==> config.mk <==
export PLATFORM = sky130hd
export DESIGN_NAME = demux1x8_collect
export DESIGN_NICKNAME = d
export VERILOG_FILES = /design/src/rtl/demux1x8_collect.sv
export SDC_FILE = /design/constraint.sdc
export NUM_CORES = 1
export LEC_CHECK = 0
export CAP_MARGIN = 15
export CORE_MARGIN = 4
export CORE_UTILIZATION = 35
export CTS_BUF_LIST = sky130_fd_sc_hd__clkbuf_4
export CTS_CLUSTER_SIZE = 8
export DETAILED_ROUTE_END_ITERATION = 8
export SLEW_MARGIN = 10
export SYNTH_ARGS = -nofsm -noshare
export SYNTH_HDL_FRONTEND = slang
export SYNTH_SLANG_ARGS = --single-unit
export TNS_END_PERCENT = 50
==> constraint.sdc <==
create_clock -name clk -period 3.5 [get_ports clk]
set_input_delay 0.875 -clock clk [delete_from_list [all_inputs] [get_ports clk]]
set_output_delay 0.875 -clock clk [all_outputs]
set_load 0.02 [all_outputs]
==> src/rtl/demux1x8_collect.sv <==
// demux1x8_collect: reassembles a bit-serial stream (bit + position select) into a word on a valid/ready output.
module demux1x8_collect #(
  parameter  int WIDTH = 8,
  localparam int SEL_W = $clog2(WIDTH)
) (
  input  logic             clk,
  input  logic             rst_n,
  input  logic             din,
  input  logic             din_valid,
  input  logic [SEL_W-1:0] sel,
  input  logic             sync,
  output logic [WIDTH-1:0] result,
  output logic             result_valid,
  input  logic             result_ready,
  output logic             seq_err,
  output logic             overrun
);
  typedef enum logic {IDLE, COLLECT} state_t;
  state_t             state_q, state_d;
  logic [SEL_W-1:0]   exp_q, exp_d;
  logic [WIDTH-1:0]   shadow_q, shadow_d, result_q, result_d;
  logic               result_valid_q, result_valid_d, seq_err_q, seq_err_d, overrun_q, overrun_d;
  logic               start, last;
  assign start = din_valid && sync && sel == '0;
  assign last  = sel == SEL_W'(WIDTH - 1);
  always_comb begin
    state_d        = state_q;
    exp_d          = exp_q;
    shadow_d       = shadow_q;
    result_d       = result_q;
    result_valid_d = result_valid_q && !result_ready;
    seq_err_d      = 1'b0;
    overrun_d      = 1'b0;
    if (start) begin
      seq_err_d   = state_q == COLLECT;
      shadow_d[0] = din;
      exp_d       = SEL_W'(1);
      state_d     = COLLECT;
    end else if (din_valid && state_q == IDLE) begin
      seq_err_d = sync;
    end else if (din_valid) begin
      if (!sync && sel == exp_q) begin
        shadow_d[sel] = din;
        exp_d         = exp_q + 1'b1;
        if (last) begin
          state_d = IDLE;
          // Slot is free if empty or being drained this same cycle.
          if (!result_valid_q || result_ready) begin
            result_d       = {din, shadow_q[WIDTH-2:0]};
            result_valid_d = 1'b1;
          end else begin
            overrun_d = 1'b1;
          end
        end
      end else begin
        seq_err_d = 1'b1;
        state_d   = IDLE;
      end
    end
  end
  always_ff @(posedge clk or negedge rst_n) begin
    if (!rst_n) begin
      state_q        <= IDLE;
      exp_q          <= '0;
      shadow_q       <= '0;
      result_q       <= '0;
      result_valid_q <= 1'b0;
      seq_err_q      <= 1'b0;
      overrun_q      <= 1'b0;
    end else begin
      state_q        <= state_d;
      exp_q          <= exp_d;
      shadow_q       <= shadow_d;
      result_q       <= result_d;
      result_valid_q <= result_valid_d;
      seq_err_q      <= seq_err_d;
      overrun_q      <= overrun_d;
    end
  end
  assign result       = result_q;
  assign result_valid = result_valid_q;
  assign seq_err      = seq_err_q;
  assign overrun      = overrun_q;
endmodule

* Word-level counts from Yosys, hierarchy flattened *
Cells that the tools add are included.

storage, ports and cells
  register bits after elaboration = 23
  latch bits = 0
  RAM bits = 0
  memory bits (read-only) = 0
  input bits = 9
  output and inout bits = 11
  logic and storage cells = 67
  memories = 0

operators by class
  add/subtract/negate cells = 1
  multipliers = 0
  div/mod/pow operators = 0
  $lt $le $gt $ge = 2
  eq/ne operators = 4
  shifts and indexed selects = 0
  mux-type cells = 32
  bitwise gates (word level) = 3
  reductions and logical operators = 17

operators by type and width
  kind                 count
  $mux 1               26
  $mux 3               4
  $bwmux 8             1
  $logic_and 1x1->1    6
  $reduce_and 3->1     2
  $reduce_and 6->1     1
  $lt 3x4->1 const B   1
  $reduce_and 4->1     1
  $reduce_bool 2->1    2
  $add 3x1->3 const B  1
  $demux 1 s3          1
  $eq 3x3->1           1
  $eq 3x3->1 const B   1
  $ge 3x1->1 const B   1
  $logic_not 1->1      3
  $logic_not 3->1      1
  $ne 3x3->1 const B   1
  $not 1->1            3
  $ne 2x2->1 const B   1
  $logic_or 1x1->1     1

* Depth between registers and ports, before layout *
Gate-level depths: netlist of the first run.

  word-level depth = 9
  mapped depth = 7
  gate-level depth less buffers = 4

* Least setup slack after synthesis of the first run *
Ideal clock, no wire load.

  path type = input -> register
  from = input port sel[1]
  to = register shadow_q[2]
  setup time = 0.125 ns
  arrival time = 2.012 ns
  required time = 3.375 ns
  slack = 1.363 ns
  cell stages on the path = 6
  buffers on the path = 2
  path through = buf_4 -> xnor2_1 -> and4_1 -> buf_6 -> and4bb_1 -> mux2_2

on the way
  longest elaborated chain between the ends = 5
  elaborated cells on any way between the ends = 12
  classes of those cells = order compare: 2; eq/ne: 1; mux: 3; bitwise: 1; reduce/logical: 5

RTL lines
  what                                                                   line  RTL
  from (decl)                                                            10    input logic [SEL_W-1:0] sel,
  $lt 3x4->1 (implied by the code) / $ge 3x1->1 (equally long branches)  43    shadow_d[sel] = din;
  $logic_and 1x1->1 (implied by the code)                                43
  $mux 1 (implied by the code)                                           43
  $demux 1 s3                                                            43
  $bwmux 8                                                               43
  to (signal assigned)                                                   73    shadow_q <= shadow_d;
  to (decl)                                                              21    logic [WIDTH-1:0] shadow_q, shadow_d, result_q, result_d;

Parallel ways exist; a longest one is shown, timed or not.
A chain may end at the register's enable or synchronous reset.

* Final worst setup path of the first run *
  from = input port sel[0]
  to = register shadow_q[0]

on the way
  longest elaborated chain between the ends = 9
  elaborated cells on any way between the ends = 18
  classes of those cells = order compare: 2; eq/ne: 2; mux: 7; reduce/logical: 7

RTL lines
  what                                                                   line  RTL
  $lt 3x4->1 (implied by the code) / $ge 3x1->1 (equally long branches)  43
  $logic_and 1x1->1 (implied by the code)                                43
  $mux 1 (implied by the code)                                           43
  $demux 1 s3                                                            43
  $bwmux 8                                                               43
  $mux 1                                                                 42    if (!sync && sel == exp_q) begin
  $mux 1                                                                 41    end else if (din_valid) begin
  $mux 1                                                                 39    end else if (din_valid && state_q == IDLE) begin
  $mux 1                                                                 34    if (start) begin

Parallel ways exist; a longest one is shown, timed or not. The select of a mux whose other input is x is not followed.

==> impl_metrics.toml, run 1 <==
[status]
status = "finished, final reports clean"

[finish]
synthToLayoutAreaGrowth_pct = 19.3
drive_gt1_share_pct = 21.0
regArea_sq_um = 551
nNetsFinal = 112
antennaDiodeCount = 0
fin_cells = 131
final_cell_mix = "dfrtp_1, clkdlybuf4s50_1, mux2_2"
finish.utilization_pct = 44.7
layout_commonest_cell = "dfrtp_1"
fillers = 272
multi_input_area_sq_um = 438

[clock_network]
cts_tree = "yes"
clockRootBuffer = "clkbuf_4"
clkLatencyLatePin_ns = 0.30
cts_buffers = 3
cts.sinks = 22
cts_resized = 0
post_cts_buffers = 0
cts.htree.levels = 1
clkTransAtPathRegs_ns = 0.12
postCtsHoldBufs = 0
clock_path_buffers = 2

[detailed_routing]
route.detailed.drc = 0
drt-initial-drc-count = 17
vias = 677
first_pass_iters = 5
wl_um = 1890
via_per_inst = 5.17
drtAntennaViolNets = 0
wire_per_inst_um = 14.4

[floorplan]
start_util_pct = 37.5
rows = 19
dieArea_sq_um = 3950
die_w_um = 62.8
core_sq_um = 2810
fp.dieH_um = 62.8
io_pins = 20

[grt]
grt_max_degree = 23
antenna_found_initial = 0
overflow = 0
grt_pass1_vias = 758
grt_pass1_wl_um = 3410
grt_use_total_pct = 10.8

[sta]
setup_viol = 0
rsz0062_at_grt = "false"
fin_setup_tns_ns = 0
fin_crit_sh_pct = 74.7
fmax_mhz = 383
fin_crit_ns = 2.61
finalHoldViolCount = 0
slew_violations = 0
worst_slew_pin_slew_ns = 0.933
whs_ns = 0.504
relSlewSlack_pct = 37.6
clock_skew_ns = 0.00655

[logic_synthesis]
syn_area_sq_um = 1050
syn_nets = 92
synth.distinct_cells = 31
yosys_register_bits = 22
ys_seq_area_share_pct = 52.3
syn_inst = 82
synth_warnings = 0
syn_area_per_cell_sq_um = 12.8

[power]
p_int_mw = 0.330
peakVddDrop_mv = 0.139
p_sw_mw = 0.108
pwr_density_cell_nw_per_um2 = 349
power.share.clock_pct = 25.7
p_comb_share_pct = 12.2
sw_frac_of_total_pct = 24.6
finalPower_mw = 0.438
pwr-share-seq_pct = 62.1
p_leak_nw = 0.579

[setup_path]
endpoint_kind = "register"
crit_required_ns = 3.69
cp_max_fo = 10
crit_type = "input port to register"
r2r_slack_ns = 1.65
cp.arrival_ns = 2.81
r2r-start = "exp_q[0]"
startpoint_type = "input port"
critPathLaunch = "sel[0]"

[placement]
dp_hpwl_um = 1430
place_congestion = 0.876
dp.cells = 128
io_buffers = 19

[job]
drv_cap = 0

[worst_hold_path]
min_from = "shadow_q[1]"
min_path_type = "register to register"
==> through the flow <==
step	instance area (sq um)	setup WS, ns
after floorplan	1050	1.36
after global placement	1230	0.666
after detailed placement	1230	0.596
after CTS	1250	0.921
after global routing	1250	0.777
final	1250	0.886
==> cells in the mapped netlist, drive strengths merged <==
cell type	n	area share [%]
nor2	3	1.1
o221ai	1	0.83
xnor2	3	2.5
o21ai	2	0.95
buf	5	5.4
and4	1	0.83
nor3	2	0.95
nand3	5	3.6
a211o	1	0.95
inv	2	0.71
dfrtp	22	52
or3	1	0.59
a21oi	1	0.48
and3	2	1.3
nand2	6	2.1
o41ai	1	0.83
and3b	1	0.83
nand4b	3	3.1
and4bb	1	1.2
ha	1	1.2
nand4	1	0.59
mux2	15	16
nand2b	1	0.59
a21boi	1	0.71
==> registers in the layout (all words and copies together) (netlist names) <==
| name | count |
|---|---|
| shadow_q | 7 |
| result_valid | 1 |
| state_q | 1 |
| overrun | 1 |
| exp_q | 3 |
| seq_err | 1 |
| result | 8 |
==> path summary, 6_finish.rpt <==
path	end	cells after the start
max in group asynchronous	exp_q[1]	1
hold / removal	shadow_q[1]	1
min in group asynchronous	result[7]	1
hold reg to reg	shadow_q[1]	1
setup / recovery	shadow_q[0]	6
setup reg to reg	shadow_q[0]	5
==> kinds of logic (layout without fill, tap and decap cells) <==
kind of cell,after synthesis,after routing,synth area share (%)
and+or+nand+nor,27,27,16.8
DFF,22,22,52.3
muxes,15,15,16.4
AOI/OAI and AO/OA,7,7,4.76
buffers and inverters,7,25,6.06
xor gates and xnor gates,3,3,2.50
adders and majority gates,1,1,1.19
==> cell type report <==
type                    count  share of cell area (%)
flip-flops and latches     22                    43.9
well taps                  31                    3.09
multi-input cells          53                    34.9
inverters                   2                   0.598
clock buffers               3                    1.79
repair buffers             20                    15.8
==> power groups by stage <==
stage	clock, mW	sequential [mW]	combinational, mW
after floorplan	0	0.276	0.0325
after global placement	0	0.277	0.0523
after detailed placement	0	0.277	0.0546
after CTS	0.119	0.272	0.0546
after global routing	0.128	0.274	0.0603
final	0.113	0.272	0.0535
==> critical path, cell delays in order <==
cell             delay (ns)
clkdlybuf4s50_1        0.66
xnor2_1                0.20
and4_1                 0.44
buf_4                  0.22
o21ai_0                0.11
mux2_2                 0.29
==> routing by layer <==
| metal | global-route usage, % | up-vias | wire length (um) |
|---|---|---|---|
| met2 | 19.3 | 15 | 984 |
| met5 | 0 | - | 0 |
| li1 | - | 329 | - |
| met4 | 6.61 | 0 | 34 |
| met3 | 1.62 | 4 | 48 |
| met1 | 12.0 | 329 | 818 |
(Power assumes the default switching activity.)
==> run 2: changes to the inputs <==
Clock period 3.5 ns to 2.19 ns, I/O delays scaled along.
==> run 2 against run 1 <==
- wire length increased by 0.11%
- combinational power increased by 77%
- non-clock buffer count increased by 10
- flip-flop and latch count unchanged
- largest power group unchanged
- highest routed layer unchanged
==> impl_metrics.toml, run 2 (same netlist as run 1, synthesis figures left out) <==
[status]
status = "finished, final reports clean"

[finish]
fin_cells = 142
largest_register_ffs = 8
nNetsFinal = 122
synthToLayoutAreaGrowth_pct = 26.8
drive_gt1_share_pct = 27.9
antennaDiodeCount = 0
final_cell_mix = "dfrtp_1, clkdlybuf4s50_1, mux2_2"
layout_commonest_cell = "dfrtp_1"

[clock_network]
clockRootBuffer = "clkbuf_4"
cts_buffers = 3
postCtsHoldBufs = 0
clock_path_buffers = 2
clkLatencyLatePin_ns = 0.30
cts_resized = 0
cts_tree = "yes"
cts.sinks = 22
post_cts_buffers = 0
cts.htree.levels = 1
clkTransAtPathRegs_ns = 0.12

[detailed_routing]
vias = 715
wire_per_inst_um = 13.3
route.detailed.drc = 0
via_per_inst = 5.04
drtAntennaViolNets = 0
wl_um = 1890
first_pass_iters = 4
drt-initial-drc-count = 14

[floorplan]
die_w_um = 62.8
rows = 19
start_util_pct = 37.5
fp.dieH_um = 62.8
core_sq_um = 2810
io_pins = 20
dieArea_sq_um = 3950

[sta]
fin_crit_sh_pct = 86.6
fmax_mhz = 527
setup_viol = 0
relSlewSlack_pct = 79.4
finalHoldViolCount = 0
fin_crit_ns = 1.90
slew_violations = 0
worst_slew_pin_slew_ns = 0.305
clock_skew_ns = 0.00196
rsz0062_at_grt = "false"
whs_ns = 0.506

[setup_path]
path_buf_inv = 2
cp.arrival_ns = 2.10
startpoint_type = "input port"
critPathSlowestCell = "clkdlybuf4s50_1"
crit_type = "input port to register"
crit_required_ns = 2.40
crit_cells = 6
cp_max_fo = 7
crit_chain = "clkdlybuf4s50_1, and3b_1, and4_1, buf_4, o21ai_0, mux2_2"
cpLargestDelayFamily = "buffers and inverters"
cpPeakStageDelay_ns = 0.47
endpoint_kind = "register"
worst-r2r-cell-count = 5

[grt]
overflow = 0
grt_use_met1_pct = 11.3
grt_max_degree = 23
met3_usage_pct = 1.26
grt.busiest_layer = "met2"
grt_use_met2_pct = 18.6
antenna_found_initial = 0
grt_use_total_pct = 10.2
grt_pass1_vias = 771
grt_pass1_wl_um = 3230

[power]
peakVddDrop_mv = 0.269
pwr_density_cell_nw_per_um2 = 536
p_leak_nw = 0.631

[worst_hold_path]
worstHoldPathCells = 1
min_path_type = "register to register"

[placement]
place_congestion = 0.781
io_buffers = 19
dp_hpwl_um = 1440
dp.cells = 138

[job]
drv_cap = 0
## run 2: final timing paths
path                             startpoint          end  slack [ns]
worst min register to register  shadow_q[4]  shadow_q[4]        0.51
worst min-delay path            shadow_q[4]  shadow_q[4]        0.51
worst max-delay path                   sync  shadow_q[0]        0.29
worst max register to register      state_q  shadow_q[0]        0.58
max in group asynchronous             rst_n  shadow_q[2]        1.39
min in group asynchronous             rst_n    result[7]        0.58
## run 2: final cells by class
class / instances / area [sq um]
flip-flops and latches: 22 / 551
well taps: 31 / 38.8
multi-input cells: 53 / 438
clock buffers: 3 / 22.5
repair buffers: 30 / 273
clock inverters: 1 / 3.75
fillers: 270 / 1470
inverters: 2 / 7.51
## run 2: where the power goes
| part | internal (mW) | leakage [nW] | switching, mW |
|---|---|---|---|
| combinational | 0.0504 | 0.315 | 0.0441 |
| clock | 0.0666 | 0.0154 | 0.120 |
| sequential | 0.422 | 0.301 | 0.0127 |
## run 2: per-layer routing
| metal | vias up | wire, um |
|---|---|---|
| met5 | - | 0 |
| met4 | 0 | 38 |
| met3 | 4 | 26 |
| met2 | 11 | 974 |
| met1 | 348 | 848 |
| li1 | 352 | - |
## run 2: per-stage QoR
stage               total power [mW]  setup slack [ns]  cell area [sq um]  utilization, %  TNS, ns
floorplan                      0.494             0.381               1050               -        0
global placement               0.535           -0.0141               1310            46.6  -0.0141
detailed placement             0.539           -0.0625               1310            46.6  -0.0965
CTS                            0.728             0.291               1330            47.5        0
global route                   0.751             0.246               1330            47.5        0
finish                         0.715             0.293               1330            47.5        0
